### src/rtl/immx_pkg.sv
// Shared definitions for the immediate-extension stage and its core.
package immx_pkg;

   // Width of the extension mode select
   localparam int MODE_W = 2;

   // Extension modes
   localparam logic [MODE_W-1:0] IMMX_SIGN   = 2'b00;
   localparam logic [MODE_W-1:0] IMMX_ZERO   = 2'b01;
   localparam logic [MODE_W-1:0] IMMX_UPPER  = 2'b10;
   localparam logic [MODE_W-1:0] IMMX_BRANCH = 2'b11;

   // Width of the optional stall counter
   localparam int STALL_CNT_W = 16;

endpackage

### src/rtl/immx_extend_core.sv
// Combinational immediate widener: sign, zero, upper-placement and
// branch-offset (sign-extend then x4, top two bits dropped).
module immx_extend_core
   import immx_pkg::*;
#(
   parameter int IN_W  = 17,
   parameter int OUT_W = 32
) (
   input  logic [IN_W-1:0]   imm,
   input  logic [MODE_W-1:0] mode,
   output logic [OUT_W-1:0]  ext
);

   localparam int PAD_W = OUT_W - IN_W;

   logic [OUT_W-1:0] sext;

   assign sext = {{PAD_W{imm[IN_W-1]}}, imm};

   // Select the widened form for the requested mode
   always_comb begin
      ext = sext;
      case (mode)
         IMMX_SIGN:   ext = sext;
         IMMX_ZERO:   ext = {{PAD_W{1'b0}}, imm};
         IMMX_UPPER:  ext = {imm, {PAD_W{1'b0}}};
         IMMX_BRANCH: ext = {sext[OUT_W-3:0], 2'b00};
         default:     ext = sext;
      endcase
   end

endmodule

### src/rtl/imm_extend_stage.sv
// Registered immediate-extension stage with valid/ready handshake and a
// 2-entry (main + skid) buffer. in_ready depends on registered state only.
// Optional feature macro: IMMX_STALL_CNT_EN adds a saturating stall counter.
module imm_extend_stage
   import immx_pkg::*;
#(
   parameter int IN_W   = 17,
   parameter int OUT_W  = 32,
   parameter int MODE_W = immx_pkg::MODE_W
) (
   input  logic              clock,
   input  logic              reset,
   input  logic              in_valid,
   output logic              in_ready,
   input  logic [IN_W-1:0]   in_imm,
   input  logic [MODE_W-1:0] in_mode,
   output logic              out_valid,
   input  logic              out_ready,
   output logic [OUT_W-1:0]  out_data,
   output logic              out_neg
`ifdef IMMX_STALL_CNT_EN
   ,
   output logic [STALL_CNT_W-1:0] stall_cnt
`endif
);

   if (IN_W >= OUT_W || IN_W < 2) begin : g_bad_width
      $error("imm_extend_stage: IN_W must satisfy 2 <= IN_W < OUT_W");
   end
   if (MODE_W != immx_pkg::MODE_W) begin : g_bad_mode_w
      $error("imm_extend_stage: MODE_W is fixed and must not be overridden");
   end

   logic [OUT_W-1:0] ext;
   logic             ext_neg;
   logic             accept;
   logic             main_free;

   logic             main_valid_q, main_valid_d;
   logic [OUT_W-1:0] main_data_q,  main_data_d;
   logic             main_neg_q,   main_neg_d;
   logic             skid_valid_q, skid_valid_d;
   logic [OUT_W-1:0] skid_data_q,  skid_data_d;
   logic             skid_neg_q,   skid_neg_d;

   immx_extend_core #(
      .IN_W  (IN_W),
      .OUT_W (OUT_W)
   ) u_core (
      .imm  (in_imm),
      .mode (in_mode),
      .ext  (ext)
   );

   assign ext_neg   = in_imm[IN_W-1];
   assign in_ready  = !skid_valid_q && !reset;
   assign accept    = in_valid && in_ready;
   assign main_free = !main_valid_q || out_ready;

   assign out_valid = main_valid_q;
   assign out_data  = main_data_q;
   assign out_neg   = main_neg_q;

   // Next-state for the main/skid buffer pair (FIFO order, skid drains first)
   always_comb begin
      main_valid_d = main_valid_q;
      main_data_d  = main_data_q;
      main_neg_d   = main_neg_q;
      skid_valid_d = skid_valid_q;
      skid_data_d  = skid_data_q;
      skid_neg_d   = skid_neg_q;
      if (main_free) begin
         if (skid_valid_q) begin
            main_valid_d = 1'b1;
            main_data_d  = skid_data_q;
            main_neg_d   = skid_neg_q;
            skid_valid_d = 1'b0;
         end else if (accept) begin
            main_valid_d = 1'b1;
            main_data_d  = ext;
            main_neg_d   = ext_neg;
         end else begin
            main_valid_d = 1'b0;
         end
      end else if (accept) begin
         skid_valid_d = 1'b1;
         skid_data_d  = ext;
         skid_neg_d   = ext_neg;
      end
   end

   // Buffer registers; reset clears valids and the visible output
   always_ff @(posedge clock) begin
      if (reset) begin
         main_valid_q <= 1'b0;
         main_data_q  <= '0;
         main_neg_q   <= 1'b0;
         skid_valid_q <= 1'b0;
         skid_data_q  <= '0;
         skid_neg_q   <= 1'b0;
      end else begin
         main_valid_q <= main_valid_d;
         main_data_q  <= main_data_d;
         main_neg_q   <= main_neg_d;
         skid_valid_q <= skid_valid_d;
         skid_data_q  <= skid_data_d;
         skid_neg_q   <= skid_neg_d;
      end
   end

`ifdef IMMX_STALL_CNT_EN
   logic [STALL_CNT_W-1:0] stall_cnt_q, stall_cnt_d;

   // Count cycles where output is held by the consumer, saturating
   always_comb begin
      stall_cnt_d = stall_cnt_q;
      if (main_valid_q && !out_ready && (stall_cnt_q != {STALL_CNT_W{1'b1}})) begin
         stall_cnt_d = stall_cnt_q + 1'b1;
      end
   end

   // Stall counter register, cleared only by reset
   always_ff @(posedge clock) begin
      if (reset) begin
         stall_cnt_q <= '0;
      end else begin
         stall_cnt_q <= stall_cnt_d;
      end
   end

   assign stall_cnt = stall_cnt_q;
`endif

endmodule
### config.mk
export PLATFORM = sky130hd
export DESIGN_NAME = imm_extend_stage
export DESIGN_NICKNAME = d
export VERILOG_FILES = /design/src/rtl/immx_pkg.sv /design/src/rtl/immx_extend_core.sv /design/src/rtl/imm_extend_stage.sv
export SDC_FILE = /design/constraint.sdc
export NUM_CORES = 1
export LEC_CHECK = 0
export BUFFER_PORTS_ARGS = -buffer_cell sky130_fd_sc_hd__buf_2
export CAP_MARGIN = 40
export CORE_ASPECT_RATIO = 0.8
export CORE_MARGIN = 8
export CORE_UTILIZATION = 57
export CTS_BUF_LIST = sky130_fd_sc_hd__clkbuf_4
export DETAILED_ROUTE_END_ITERATION = 10
export PLACE_DENSITY = 0.81
export SYNTH_ARGS = -nofsm -noshare
export SYNTH_HDL_FRONTEND = slang
export SYNTH_SLANG_ARGS = --single-unit
export TNS_END_PERCENT = 1
### constraint.sdc
create_clock -name clock -period 2.2 [get_ports clock]
set_clock_uncertainty 0.2 [all_clocks]
set_input_delay 0.33 -clock clock [delete_from_list [all_inputs] [get_ports clock]]
set_output_delay 0.33 -clock clock [all_outputs]
set_load 0.02 [all_outputs]
* Yosys cells after proc, flatten, opt, wreduce, memory -nomap -nowiden *
Cells that the tools add are included.

cells by class
  eq/ne operators = 3
  muxes and demuxes = 7
  bitwise operators = 1
  reduce and logical (&&, ||, !) cells = 11

operator list
  cell                                                 count
  one-hot mux 32 bit (4 select lines)                  1
  two-way mux 32 bit                                   2
  equality test 2 bit, second input constant           2
  two-way mux 1 bit                                    4
  AND reduction 2 bit                                  2
  zero test 1 bit                                      3
  equality test 2 x 1 -> 1 bit, second input constant  1
  logical AND 1 bit                                    2
  zero test 2 bit                                      1
  nonzero test 2 bit                                   1
  OR reduction 2 bit                                   1
  logical OR 1 bit                                     1
  inverter 1 bit                                       1

storage, ports and cells
  bits in registers = 68
  output and inout bits = 35
  word-level logic and storage cells = 28

* Logic depth before layout (Yosys ltp) *
  word-level depth = 5
  gate-level depth with buffers = 7
  mapped depth without buffers = 4

* By module *
Synthesis repeated with hierarchy kept, for this count alone.

second synthesis, totals
  cell total of the unflattened synthesis = 383
  area, all modules = 3658.5 sq um

modules (own cells, without submodules)
  module            instances  cells each  area an instance (sq um)  sequential area each (sq um)
  imm_extend_stage  1          319         3170.5                    1361.3
  immx_extend_core  1          64          488.0                     0.0

* Worst setup path after synthesis *
OpenSTA, ideal clock, no wires.

  path type = input port to output port
  start point = input port reset
  end point = output port in_ready
  data arrival time = 1.164 ns
  data required time = 1.670 ns
  slack = 0.506 ns
  stages on the path = 4
  path buffers = 3
  cell sequence = clkbuf_1 -> buf_2 -> buf_2 -> nor2_1

between the ends
  longest elaborated chain between the ends = 2

RTL lines
  what                RTL line                text
  start: declaration  imm_extend_stage.sv:12  input logic reset,
  zero test 1 bit     imm_extend_stage.sv:56  assign in_ready = !skid_valid_q && !reset;
  logical AND 1 bit   imm_extend_stage.sv:56
  end: declaration    imm_extend_stage.sv:14  output logic in_ready,

Every way passes these cells.

* Final worst setup path *
  start point = register skid_valid_q
  end point = output port in_ready

between the ends
  longest elaborated chain between the ends = 2

RTL lines
  what                      RTL line                 text
  start: declaration        imm_extend_stage.sv:42   logic skid_valid_q, skid_valid_d;
  start signal: assignment  imm_extend_stage.sv:105  skid_valid_q <= skid_valid_d;
  zero test 1 bit           imm_extend_stage.sv:56
  logical AND 1 bit         imm_extend_stage.sv:56

Every way passes these cells.

==> key figures <==
Global routing
  • Total grt overflow: 0
  • Initial antenna violation count: 0
  • First-pass GRT wire length: 12900 um
  • M1 GR Usage: 0.246
  • Vias in the first global route: about 2700
  • Largest net degree at the start of global routing: between 80 and 90
  • Global Route met3 Usage: 0.0729
  • Layer carrying the most global-route usage: met2
  • GR met2 Demand/Resource: 0.312
  • Tot GR Track Use: 0.195

Routing
  • Antenna viol nets, final: 0
  • Routed WL: 7800 um
  • DR WL/cell: 16.3 um
  • Pre-antenna DRT Iters: 4
  • DRC viols: 0
  • Vias per cell: ~5.9
  • DR vias: 2840
  • Initial DRC count: 226

CTS
  • CTS tree: built
  • Root Driver: clkbuf_4
  • H-tree depth: 3
  • Hold_buf cts: 0
  • Postcts setup bufs: 0
  • Worst skew pair latency: 0.42 ns
  • CTS buffer count: 9
  • Post-CTS resize count: 0
  • Clock sinks: 68
  • Clock buffer depth: 2
  • Clk pin slew, worst setup/hold paths: approximately 0.11 ns

Floorplan
  • Rows: 24
  • Core Footprint: about 5400 um^2
  • Initial Utilization: 0.585
  • Die width: between 90 and 100 um
  • IO Pins: 58
  • Die area: 8210 um^2
  • Die H: 82.6 um

Layout
  • Final layout net count: around 430
  • Most frequent cells in the layout: dfxtp_1, nor2_1, buf_2
  • Area Overhead vs Synth: 12.2%
  • Most common cell after layout, fill and taps aside: dfxtp_1
  • Finished Layout Cells: 478
  • Layout cells sized above 1: 0.240
  • Antenna Cells: 0

Critical path
  • Data required, critical path: 1.67 ns
  • Max FO, Critical Path: 29
  • Startpoint types: register
  • CP max-delay cell: dfxtp_1
  • Arr. time, crit path: roughly 1.4 ns
  • Crit end category: output port
  • Reg2reg end: out_data[0]$_SDFFE_PP0P_
  • Worst path cell trace: buf_4, nor2_1, buf_2
  • R2r setup slk: 0.32 ns
  • Kind of critical path: reg -> out
  • Worst reg2reg path depth: 6
  • Worst path max stage delay: 0.38 ns
  • Worst r2r src: skid_valid_q$_SDFFE_PP0P_

Yosys
  • Synthesized area per cell: approximately 8.7 um^2
  • Synth Instances: 364
  • Syn. warnings: 0
  • Synth unique cells: 36
  • Post-synthesis sequential area ratio: 0.430
  • Post-Syn Area: 3160 um^2
  • Synthesized flop and latch total: 68
  • Synthesized Nets: around 390

Outcome
  • Status: finished, final reports clean

STA
  • Final period util: 0.874
  • Fmax: 520 MHz
  • Final Hold Slack: 0.0227 ns
  • Unrepaired setup endpoints after global routing: false
  • Fin worst setup slack: 0.277 ns
  • Rel. slew slack: 0.451
  • Worst Tran Pin Value: 0.823 ns
  • Max-slew violation count: 0
  • Final setup fails: 0
  • Final Hold Viols: 0
  • Post-layout minimum cycle time: 1.92 ns
  • Setup_tns: 0 ns

Min path
  • Hold path start: in_imm[0]
  • Min-Delay Path Class: in -> reg
  • Hold Path Sink: skid_data_q[0]$_SDFFE_PP0P_
  • Min-Delay Path Depth: 3

Pwr
  • Leak: about 1.4 nW
  • Final Power: approximately 2.4 mW
  • VDD IR max: 479 uV
  • Pwr Density: 669 nW/um^2

Placement
  • Post-DP HPWL: 5160 um
  • Placed insts: 462
  • Place WS: 0.157 ns
  • IO Port Bufs: 57
  • Routability Congestion: 0.798

Flow run
  • Max Cap Violations: 0
[flip-flops by register name, summed over array words and instances, names as in the netlist]
signal and flops:
out_data 32, out_neg 1, out_valid 1, skid_data_q 32, skid_neg_q 1, skid_valid_q 1
[synthesized netlist by cell type]
master     count  share of area
buf_1          1         0.0012
a21oi_1       35          0.055
clkinv_1       1         0.0012
and3_1         2         0.0040
nor2_1        63          0.075
and2_1         2         0.0040
o41ai_2        4          0.021
a211oi_2       7          0.028
clkbuf_1      12          0.014
inv_1          2         0.0024
and2b_1        1         0.0024
nand2b_1       3         0.0059
buf_6          4          0.014
dfxtp_1       68           0.43
o211ai_1       3         0.0071
buf_4          7          0.017
nand3b_1      13          0.031
a22oi_1       13          0.031
a2111oi_0      1         0.0028
nand2_1       28          0.033
a211o_1       13          0.036
a211oi_1      23          0.055
nand3_1        4         0.0063
nor3_1        18          0.028
o311ai_4       1         0.0083
o21a_1         1         0.0024
a221oi_1       1         0.0028
o21ai_1        1         0.0016
nor4b_4        1         0.0075
a311oi_1       1         0.0028
nor3_4         1         0.0051
o2bb2ai_1      1         0.0028
nor2b_1        2         0.0040
o41ai_1        9          0.025
mux2i_1        4          0.013
buf_2         13          0.021
[cell type report]
| class | count | area, um^2 |
|---|---|---|
| well taps | 65 | 81.3 |
| flip-flops and latches | 68 | 1360 |
| repair buffers | 70 | 395 |
| inverters | 3 | 11.3 |
| clock buffers | 12 | 90.1 |
| multi-input cells | 256 | 1590 |
| fillers | 470 | 1860 |
| clock inverters | 4 | 16.3 |
[per-stage QoR]
| stage | instance area (um^2) | util |
|---|---|---|
| 2_1_floorplan | 3160 | - |
| 3_3_place_gp | 3440 | 0.637 |
| 3_5_place_dp | 3440 | 0.637 |
| 4_1_cts | 3550 | 0.657 |
| 5_1_grt | 3550 | 0.657 |
| 6_report | 3550 | 0.657 |
[worst max-delay path: cells and delay by family (launching register included)]
kind,cells,cell delay [ns]
buffers and inverters,2,0.52
and+or+nand+nor,1,0.08
DFF,1,0.38
[metal layers]
metal	part of all wire	vias up	wire length (um)
li1	-	1410	-
met1	0.46	1324	3550
met2	0.47	102	3640
met3	0.071	4	551
met4	0.0065	0	51
met5	0	-	0
[logic make-up after synthesis]
| family | Yosys count | synth area share |
|---|---|---|
| buffers and inverters | 40 | 0.0704 |
| DFF | 68 | 0.430 |
| AOI/OAI and AO/OA | 114 | 0.280 |
| muxes | 4 | 0.0127 |
| and+or+nand+nor | 138 | 0.206 |
[report_power, final]
part / internal, mW / total [mW] / switching [mW]
clock network: 0.259 / 0.685 / 0.426
logic: 0.137 / 0.386 / 0.249
registers: 1.28 / 1.30 / 0.0243
total: 1.68 / 2.38 / 0.699
[worst max-delay path by stage]
stage	slack, ns	from	to	cells after the start
floorplan	0.51	reset	in_ready	4
global placement	0.28	in_mode[1]	out_data[20]$_SDFFE_PP0P_	5
detailed placement	0.16	in_mode[1]	out_data[22]$_SDFFE_PP0P_	5
CTS	0.28	skid_valid_q$_SDFFE_PP0P_	in_ready	3
global route	0.12	skid_valid_q$_SDFFE_PP0P_	out_data[1]$_SDFFE_PP0P_	6
finish	0.28	skid_valid_q$_SDFFE_PP0P_	in_ready	3
No activity file was read; power rests on OpenSTA's default activity.
